`src/rtl/mc_ctrl_pkg.sv`:
```
`default_nettype none
// ============================================================================
// Module   : mc_ctrl_pkg
// Purpose  : Shared encodings for the multi-cycle MIPS control unit.
// Revision : 2.0 - handshake, bne/ori/xori/sltiu, retired counter
// ============================================================================
package mc_ctrl_pkg;

    typedef enum logic [2:0] {
        S_IF   = 3'd0,
        S_ID   = 3'd1,
        S_EX   = 3'd2,
        S_MEM  = 3'd3,
        S_WB   = 3'd4,
        S_TRAP = 3'd5
    } state_t;

    typedef enum logic [3:0] {
        IC_RTYPE, IC_SHIFT, IC_JR, IC_JALR, IC_LOAD, IC_STORE,
        IC_ALUIMM, IC_BEQ, IC_BNE, IC_J, IC_JAL, IC_ILLEGAL
    } instr_class_t;

    localparam logic [5:0] c_OP_RTYPE = 6'h00;
    localparam logic [5:0] c_OP_J     = 6'h02;
    localparam logic [5:0] c_OP_JAL   = 6'h03;
    localparam logic [5:0] c_OP_BEQ   = 6'h04;
    localparam logic [5:0] c_OP_BNE   = 6'h05;
    localparam logic [5:0] c_OP_ADDI  = 6'h08;
    localparam logic [5:0] c_OP_ADDIU = 6'h09;
    localparam logic [5:0] c_OP_SLTI  = 6'h0A;
    localparam logic [5:0] c_OP_SLTIU = 6'h0B;
    localparam logic [5:0] c_OP_ANDI  = 6'h0C;
    localparam logic [5:0] c_OP_ORI   = 6'h0D;
    localparam logic [5:0] c_OP_XORI  = 6'h0E;
    localparam logic [5:0] c_OP_LUI   = 6'h0F;
    localparam logic [5:0] c_OP_LW    = 6'h23;
    localparam logic [5:0] c_OP_SW    = 6'h2B;

    localparam logic [5:0] c_FN_SLL  = 6'h00;
    localparam logic [5:0] c_FN_SRL  = 6'h02;
    localparam logic [5:0] c_FN_SRA  = 6'h03;
    localparam logic [5:0] c_FN_SLLV = 6'h04;
    localparam logic [5:0] c_FN_SRLV = 6'h06;
    localparam logic [5:0] c_FN_SRAV = 6'h07;
    localparam logic [5:0] c_FN_JR   = 6'h08;
    localparam logic [5:0] c_FN_JALR = 6'h09;
    localparam logic [5:0] c_FN_ADD  = 6'h20;
    localparam logic [5:0] c_FN_ADDU = 6'h21;
    localparam logic [5:0] c_FN_SUB  = 6'h22;
    localparam logic [5:0] c_FN_SUBU = 6'h23;
    localparam logic [5:0] c_FN_AND  = 6'h24;
    localparam logic [5:0] c_FN_OR   = 6'h25;
    localparam logic [5:0] c_FN_XOR  = 6'h26;
    localparam logic [5:0] c_FN_NOR  = 6'h27;
    localparam logic [5:0] c_FN_SLT  = 6'h2A;
    localparam logic [5:0] c_FN_SLTU = 6'h2B;

    localparam logic [3:0] c_ALU_ADD   = 4'd0;
    localparam logic [3:0] c_ALU_SUB   = 4'd1;
    localparam logic [3:0] c_ALU_FUNCT = 4'd2;
    localparam logic [3:0] c_ALU_AND   = 4'd3;
    localparam logic [3:0] c_ALU_SLT   = 4'd4;
    localparam logic [3:0] c_ALU_SLTU  = 4'd5;
    localparam logic [3:0] c_ALU_OR    = 4'd6;
    localparam logic [3:0] c_ALU_PASSA = 4'd7;
    localparam logic [3:0] c_ALU_XOR   = 4'd8;

    localparam logic [1:0] c_M2R_MEM   = 2'b00;
    localparam logic [1:0] c_M2R_ALU   = 2'b01;
    localparam logic [1:0] c_M2R_PC    = 2'b10;
    localparam logic [1:0] c_RDST_RT   = 2'b00;
    localparam logic [1:0] c_RDST_RD   = 2'b01;
    localparam logic [1:0] c_RDST_RA   = 2'b10;
    localparam logic [1:0] c_SRCA_PC   = 2'b00;
    localparam logic [1:0] c_SRCA_REG  = 2'b01;
    localparam logic [1:0] c_SRCA_SHMT = 2'b10;
    localparam logic [1:0] c_SRCB_REG  = 2'b00;
    localparam logic [1:0] c_SRCB_FOUR = 2'b01;
    localparam logic [1:0] c_SRCB_IMM  = 2'b10;
    localparam logic [1:0] c_SRCB_BOFF = 2'b11;
    localparam logic [1:0] c_PCS_ALU   = 2'b00;
    localparam logic [1:0] c_PCS_OUT   = 2'b01;
    localparam logic [1:0] c_PCS_JUMP  = 2'b10;
    localparam logic [1:0] c_PCS_EXC   = 2'b11;

endpackage
`default_nettype wire

```
`src/rtl/mc_ctrl_decode.sv`:
```
`default_nettype none
// ============================================================================
// Module   : mc_ctrl_decode
// Purpose  : OpCode/Funct to instruction class, ALU operation and imm controls.
// Revision : 2.0 - adds bne/ori/xori/sltiu
// ============================================================================
module mc_ctrl_decode
    import mc_ctrl_pkg::*;
(
    input  logic [5:0]   OpCode,
    input  logic [5:0]   Funct,
    output instr_class_t iclass,
    output logic [3:0]   alu_op,
    output logic         ext_op,
    output logic         lui_op
);

    always_comb begin
        iclass = IC_ILLEGAL;
        alu_op = c_ALU_ADD;
        ext_op = 1'b1;
        lui_op = 1'b0;
        case (OpCode)
            c_OP_RTYPE: begin
                case (Funct)
                    c_FN_SLL, c_FN_SRL, c_FN_SRA: begin
                        iclass = IC_SHIFT;
                        alu_op = c_ALU_FUNCT;
                    end
                    c_FN_JR: begin
                        iclass = IC_JR;
                        alu_op = c_ALU_PASSA;
                    end
                    c_FN_JALR: begin
                        iclass = IC_JALR;
                        alu_op = c_ALU_PASSA;
                    end
                    c_FN_SLLV, c_FN_SRLV, c_FN_SRAV, c_FN_ADD, c_FN_ADDU,
                    c_FN_SUB, c_FN_SUBU, c_FN_AND, c_FN_OR, c_FN_XOR,
                    c_FN_NOR, c_FN_SLT, c_FN_SLTU: begin
                        iclass = IC_RTYPE;
                        alu_op = c_ALU_FUNCT;
                    end
                    default: iclass = IC_ILLEGAL;
                endcase
            end
            c_OP_LW:    iclass = IC_LOAD;
            c_OP_SW:    iclass = IC_STORE;
            c_OP_ADDI,
            c_OP_ADDIU: iclass = IC_ALUIMM;
            c_OP_LUI: begin
                iclass = IC_ALUIMM;
                lui_op = 1'b1;
            end
            c_OP_SLTI: begin
                iclass = IC_ALUIMM;
                alu_op = c_ALU_SLT;
            end
            c_OP_SLTIU: begin
                iclass = IC_ALUIMM;
                alu_op = c_ALU_SLTU;
            end
            // logical immediates are zero-extended
            c_OP_ANDI: begin
                iclass = IC_ALUIMM;
                alu_op = c_ALU_AND;
                ext_op = 1'b0;
            end
            c_OP_ORI: begin
                iclass = IC_ALUIMM;
                alu_op = c_ALU_OR;
                ext_op = 1'b0;
            end
            c_OP_XORI: begin
                iclass = IC_ALUIMM;
                alu_op = c_ALU_XOR;
                ext_op = 1'b0;
            end
            c_OP_BEQ: begin
                iclass = IC_BEQ;
                alu_op = c_ALU_SUB;
            end
            c_OP_BNE: begin
                iclass = IC_BNE;
                alu_op = c_ALU_SUB;
            end
            c_OP_J:   iclass = IC_J;
            c_OP_JAL: iclass = IC_JAL;
            default:  iclass = IC_ILLEGAL;
        endcase
    end

endmodule
`default_nettype wire

```
`src/rtl/mc_ctrl_fsm_v2.sv`:
```
`default_nettype none
// ============================================================================
// Module   : mc_ctrl_fsm_v2
// Purpose  : Multi-cycle MIPS control FSM with memory handshake and retire
//            counter. Optional trap state enabled by MC_CTRL_TRAP_EN.
// Revision : 2.0 - successor of Controller
// ============================================================================
module mc_ctrl_fsm_v2
    import mc_ctrl_pkg::*;
#(
    parameter int ALUOP_W = 4,
    parameter int CNT_W   = 32,
    parameter int STATE_W = 3
) (
    input  logic               clk,
    input  logic               reset,
    input  logic [5:0]         OpCode,
    input  logic [5:0]         Funct,
    input  logic               mem_ready,
    output logic               PCWrite,
    output logic               PCWriteCond,
    output logic               PCWriteCondNe,
    output logic               IorD,
    output logic               MemWrite,
    output logic               MemRead,
    output logic               IRWrite,
    output logic               RegWrite,
    output logic               ExtOp,
    output logic               LuiOp,
    output logic [1:0]         MemtoReg,
    output logic [1:0]         RegDst,
    output logic [1:0]         ALUSrcA,
    output logic [1:0]         ALUSrcB,
    output logic [1:0]         PCSource,
    output logic [ALUOP_W-1:0] ALUOp,
    output logic [STATE_W-1:0] state_o,
    output logic               instr_done,
    output logic [CNT_W-1:0]   retired
);

    state_t           r_state;
    state_t           w_next;
    logic [CNT_W-1:0] r_retired;
    instr_class_t     w_iclass;
    logic [3:0]       w_dec_alu;
    logic             w_dec_ext;
    logic             w_dec_lui;

    mc_ctrl_decode u_decode (
        .OpCode (OpCode),
        .Funct  (Funct),
        .iclass (w_iclass),
        .alu_op (w_dec_alu),
        .ext_op (w_dec_ext),
        .lui_op (w_dec_lui)
    );

    always_ff @(posedge clk) begin
        if (reset) begin
            r_state   <= S_IF;
            r_retired <= '0;
        end else begin
            r_state <= w_next;
            // a trap ends the instruction but does not retire it
            if (instr_done && r_state != S_TRAP)
                r_retired <= r_retired + CNT_W'(1);
        end
    end

    always_comb begin
        w_next        = S_IF;
        PCWrite       = 1'b0;
        PCWriteCond   = 1'b0;
        PCWriteCondNe = 1'b0;
        IorD          = 1'b0;
        MemWrite      = 1'b0;
        MemRead       = 1'b0;
        IRWrite       = 1'b0;
        RegWrite      = 1'b0;
        ExtOp         = 1'b0;
        LuiOp         = 1'b0;
        MemtoReg      = c_M2R_MEM;
        RegDst        = c_RDST_RT;
        ALUSrcA       = c_SRCA_PC;
        ALUSrcB       = c_SRCB_REG;
        PCSource      = c_PCS_ALU;
        ALUOp         = ALUOP_W'(c_ALU_ADD);
        case (r_state)
            S_IF: begin
                MemRead = 1'b1;
                ALUSrcB = c_SRCB_FOUR;
                IRWrite = mem_ready;
                PCWrite = mem_ready;
                w_next  = mem_ready ? S_ID : S_IF;
            end
            S_ID: begin
                ALUSrcB = c_SRCB_BOFF;
                ExtOp   = 1'b1;
                w_next  = S_EX;
            end
            S_EX: begin
                case (w_iclass)
                    IC_RTYPE, IC_SHIFT: begin
                        ALUSrcA = (w_iclass == IC_SHIFT) ? c_SRCA_SHMT : c_SRCA_REG;
                        ALUOp   = ALUOP_W'(w_dec_alu);
                        w_next  = S_WB;
                    end
                    IC_JR, IC_JALR: begin
                        ALUSrcA = c_SRCA_REG;
                        ALUOp   = ALUOP_W'(w_dec_alu);
                        PCWrite = 1'b1;
                        if (w_iclass == IC_JALR) begin
                            RegWrite = 1'b1;
                            RegDst   = c_RDST_RD;
                            MemtoReg = c_M2R_PC;
                        end
                    end
                    IC_LOAD, IC_STORE, IC_ALUIMM: begin
                        ALUSrcA = c_SRCA_REG;
                        ALUSrcB = c_SRCB_IMM;
                        ExtOp   = w_dec_ext;
                        LuiOp   = w_dec_lui;
                        ALUOp   = ALUOP_W'(w_dec_alu);
                        w_next  = (w_iclass == IC_ALUIMM) ? S_WB : S_MEM;
                    end
                    IC_BEQ, IC_BNE: begin
                        ALUSrcA       = c_SRCA_REG;
                        ALUOp         = ALUOP_W'(w_dec_alu);
                        PCSource      = c_PCS_OUT;
                        PCWriteCond   = (w_iclass == IC_BEQ);
                        PCWriteCondNe = (w_iclass == IC_BNE);
                    end
                    IC_J, IC_JAL: begin
                        PCWrite  = 1'b1;
                        PCSource = c_PCS_JUMP;
                        if (w_iclass == IC_JAL) begin
                            RegWrite = 1'b1;
                            RegDst   = c_RDST_RA;
                            MemtoReg = c_M2R_PC;
                        end
                    end
                    default: begin
`ifdef MC_CTRL_TRAP_EN
                        w_next = S_TRAP;
`else
                        w_next = S_IF;
`endif
                    end
                endcase
            end
            S_MEM: begin
                IorD = 1'b1;
                if (w_iclass == IC_LOAD) begin
                    MemRead = 1'b1;
                    w_next  = mem_ready ? S_WB : S_MEM;
                end else if (w_iclass == IC_STORE) begin
                    MemWrite = 1'b1;
                    w_next   = mem_ready ? S_IF : S_MEM;
                end
            end
            S_WB: begin
                RegWrite = 1'b1;
                if (w_iclass == IC_RTYPE || w_iclass == IC_SHIFT) begin
                    RegDst   = c_RDST_RD;
                    MemtoReg = c_M2R_ALU;
                end else if (w_iclass == IC_ALUIMM) begin
                    MemtoReg = c_M2R_ALU;
                end
            end
`ifdef MC_CTRL_TRAP_EN
            S_TRAP: begin
                PCWrite  = 1'b1;
                PCSource = c_PCS_EXC;
            end
`endif
            default: w_next = S_IF;
        endcase

        instr_done = (w_next == S_IF) && (r_state != S_IF);

        // reset forces every control low, even mid-instruction
        if (reset) begin
            PCWrite       = 1'b0;
            PCWriteCond   = 1'b0;
            PCWriteCondNe = 1'b0;
            IorD          = 1'b0;
            MemWrite      = 1'b0;
            MemRead       = 1'b0;
            IRWrite       = 1'b0;
            RegWrite      = 1'b0;
            ExtOp         = 1'b0;
            LuiOp         = 1'b0;
            MemtoReg      = 2'b00;
            RegDst        = 2'b00;
            ALUSrcA       = 2'b00;
            ALUSrcB       = 2'b00;
            PCSource      = 2'b00;
            ALUOp         = '0;
            instr_done    = 1'b0;
        end
    end

    assign state_o = reset ? '0 : STATE_W'(r_state);
    assign retired = reset ? '0 : r_retired;

endmodule
`default_nettype wire

```
`config.mk`:
```
export PLATFORM = sky130hd
export DESIGN_NAME = mc_ctrl_fsm_v2
export DESIGN_NICKNAME = d
export VERILOG_FILES = /design/src/rtl/mc_ctrl_pkg.sv /design/src/rtl/mc_ctrl_decode.sv /design/src/rtl/mc_ctrl_fsm_v2.sv
export SDC_FILE = /design/constraint.sdc
export NUM_CORES = 1
export LEC_CHECK = 0
export CORE_MARGIN = 2
export CORE_UTILIZATION = 54
export CTS_BUF_LIST = sky130_fd_sc_hd__clkbuf_8
export DETAILED_ROUTE_END_ITERATION = 12
export GPL_TIMING_DRIVEN = 0
export PLACE_DENSITY = 0.95
export SLEW_MARGIN = 30
export SYNTH_ARGS = -nofsm -noshare
export SYNTH_HDL_FRONTEND = slang
export SYNTH_SLANG_ARGS = --single-unit
```
`constraint.sdc`:
```
create_clock -name clk -period 5.4 [get_ports clk]
set_input_delay 0.81 -clock clk [delete_from_list [all_inputs] [get_ports clk]]
set_output_delay 0.81 -clock clk [all_outputs]
set_load 0.005 [all_outputs]
```
==> key figures <==
Final layout
  • Layout Nets: 461
  • Ratio of cells with drive above 1 in the final layout: 12.58%
  • Most common cell after layout, fill and taps aside: clkdlybuf4s50_1
  • Ant diodes: 0
  • Synth-to-layout area growth: 33.36%
  • Most frequent cells in the layout: 73 x clkdlybuf4s50_1, 58 x nor2_1, 35 x dfxtp_1
  • Non-Filler Instances: 512

Yosys
  • Synth Flop Type: dfxtp_1
  • Post-synthesis net count: 381
  • Synthesized instance count: 365
  • Synthesis warning total: 0
  • Sequential fraction of the synthesis area: 25.49%
  • Post-synth EDFFs: 0
  • Syn_area_per_cell: 7.531 um^2
  • Async S/R FF share, synth: 0%
  • Mapped cell area: 2749 um^2
  • Post-synthesis register bit count: 35
  • Yosys cell types: 58

Status
  • Status: finished, final reports clean

Placed design
  • Placer congestion estimate: 0.9244
  • IO Port Bufs: 73
  • Final HPWL DP: 6.124 mm
  • Inst Count DP: 505

Die
  • DIE AREA: 5677 um^2
  • Die Ht: 75.35 um
  • Starting Density: 57.06%
  • Rows: 25
  • Chip width: 75.35 um
  • Total core area: 4817 um^2
  • I/O pin count: 75

Clocking
  • Clock latency on the worst-skew pair: 290 ps
  • Setup repair bufs after CTS: 0
  • # hold bufs at CTS: 0
  • Max H-tree Level: 2
  • Longest Clk Path Bufs: 2
  • CTS tree: yes
  • Worst-path clk slew: 70 ps
  • Post-CTS resize count: 0
  • Root buffer cell: clkbuf_8
  • TritonCTS Buffers: 5
  • Clk sinks: 35

Global route
  • Total GRT Usage: 29.85%
  • Vias in the first global route: 2880
  • Gr ovfl total: 0
  • First-pass GRT wire length: 13.22 mm
  • Initial antenna violation count: 0
  • Largest net degree at the start of global routing: 11

Critical path
  • Arrival time worst endpoint: 3940 ps
  • Reg2reg path depth: 7
  • CP Capture Type: primary output
  • Worst Path Required: 4590 ps
  • Worst Path Max Fanout: 10
  • Crit Reg-Reg Startpoint: r_retired[9]$_SDFFE_PP0P_
  • CP startpoint kind: input pin
  • Kind of critical path: in2out
  • CP Launch Point: OpCode[0]

Flow run
  • Max-cap violations: 0

Power
  • P_leak: 1.279 nW
  • PD cells: 158.1 nW/um^2
  • Peak VDD IR: 0.1920 mV

Timing
  • Final hold violations: 0
  • Setup TNS: 0 ps
  • Final setup fails: 0
  • Worst Skew: 5.049 ps
  • Fin crit share: 88.06%
  • Relative slew slack: 63.34%
  • Fmax: 210.3 MHz
  • Min Tclk post-route: 4755 ps
  • Pins Over Slew Limit: 0
  • Least-Margin Pin Slew: 550.0 ps
  • RSZ-0062 raised after global routing: false

Worst hold path
  • Min-delay src: r_retired[29]$_SDFFE_PP0P_
  • Hold crit path type: reg2reg
  • Hold depth: 2

Detailed routing
  • Routed len/inst: 16.23 um
  • DRC: 0
  • DRT Wirelength: 8.308 mm
  • Starting DRT DRC Count: 215
  • Via-per-instance ratio: 6.039
  • Remaining antenna violation count: 0
  • Detailed Routing Iterations Pass 1: 5
  • Via count: 3092
-- flip-flops by register name, indices dropped and copies added (netlist names) --
name and cells:
r_retired 32, r_state 3
-- cell type report --
type | instances | area (um^2)
Tap cell | 67 | 83.83
Inverter | 13 | 48.80
Clock buffer | 5 | 68.82
Clock inverter | 2 | 33.78
Multi-Input combinational cell | 297 | 1862
Buffer | 20 | 137.6
Timing Repair Buffer | 73 | 730.7
Fill cell | 364 | 1151
Sequential cell | 35 | 700.7
-- where the power goes --
group | switching (mW) | internal (mW) | leakage, nW
Clock | 0.0954 | 0.133 | 0.0554
Combinational | 0.0523 | 0.0382 | 0.942
Sequential | 0.000920 | 0.259 | 0.282
Total | 0.149 | 0.431 | 1.28
-- worst max-delay path, cell delays in order --
cell and delay (ps):
clkdlybuf4s50_1 630, buf_2 270, nor3_1 80, a22o_2 230
nand2_1 130, and4_1 200, clkbuf_1 230, nor2_1 140
or3_2 520, o21ai_0 180, clkdlybuf4s50_1 520
-- routing by layer --
metal / share of wire (%) / up-vias / GRT usage, %
met4: 2.8 / 0 / 11.70
met5: 0 / - / 0
met2: 49 / 169 / 52.85
li1: - / 1453 / -
met3: 8.1 / 32 / 4.497
met1: 40 / 1438 / 36.34
-- cells by family after synthesis --
| group | Yosys count | synth area share [%] |
|---|---|---|
| and+or+nand+nor | 217 | 43.20 |
| AOI/OAI and AO/OA | 49 | 12.88 |
| DFF | 35 | 25.49 |
| buffers and inverters | 33 | 6.782 |
| muxes | 18 | 7.374 |
| xor gates and xnor gates | 12 | 3.823 |
| adders and majority gates | 1 | 0.4551 |
-- stage by stage --
step	instance area (um^2)	hold slack (ps)	util, %	total power, mW	setup slack, ps
after floorplan	2749	456.7	-	0.3194	1964
after global placement	3563	473.8	73.97	0.3529	685.5
after detailed placement	3563	484.9	73.97	0.3546	682.4
after CTS	3666	495.7	76.10	0.5790	674.1
after global routing	3666	526.8	76.10	0.5995	396.8
final	3666	499.6	76.10	0.5797	645.0
-- cell usage after synthesis, types with 2 or more instances --
| master | instances | share of area, % |
|---|---|---|
| nand4_1 | 13 | 3.0 |
| o21ai_0 | 6 | 1.1 |
| nor4_1 | 13 | 3.0 |
| and4_1 | 3 | 0.96 |
| nand3_1 | 14 | 2.5 |
| nor3_1 | 20 | 3.6 |
| buf_6 | 6 | 2.5 |
| nor2_1 | 58 | 7.9 |
| o21a_1 | 3 | 0.82 |
| and2_1 | 5 | 1.1 |
| and3_1 | 2 | 0.46 |
| mux2_2 | 15 | 6.1 |
| o41ai_1 | 3 | 0.96 |
| buf_2 | 3 | 0.55 |
| xnor2_1 | 11 | 3.5 |
| or2b_1 | 2 | 0.55 |
| nor2b_1 | 34 | 7.7 |
| o22ai_1 | 2 | 0.46 |
| buf_4 | 2 | 0.55 |
| nor3_4 | 2 | 1.2 |
| nand2b_1 | 2 | 0.46 |
| mux2_1 | 3 | 1.2 |
| dfxtp_1 | 35 | 25 |
| a31o_2 | 2 | 0.64 |
| clkbuf_1 | 7 | 0.96 |
| o31ai_1 | 3 | 0.82 |
| nand2_1 | 31 | 4.2 |
| inv_1 | 13 | 1.8 |
| a21o_1 | 2 | 0.55 |
| a31oi_1 | 2 | 0.46 |
| a21oi_1 | 18 | 3.3 |
| o221a_2 | 2 | 0.82 |
| or4_1 | 2 | 0.55 |
| nor4_2 | 2 | 0.91 |
-- path summary, 6_finish.rpt --
| check | endpoint | slack, ps |
|---|---|---|
| worst max-delay path | ExtOp | 650 |
| worst min-delay path | r_retired[29]$_SDFFE_PP0P_ | 500 |
| worst max register to register | r_retired[30]$_SDFFE_PP0P_ | 2830 |
| worst min register to register | r_retired[29]$_SDFFE_PP0P_ | 500 |
Note: power is estimated with default switching activity, not from simulation.
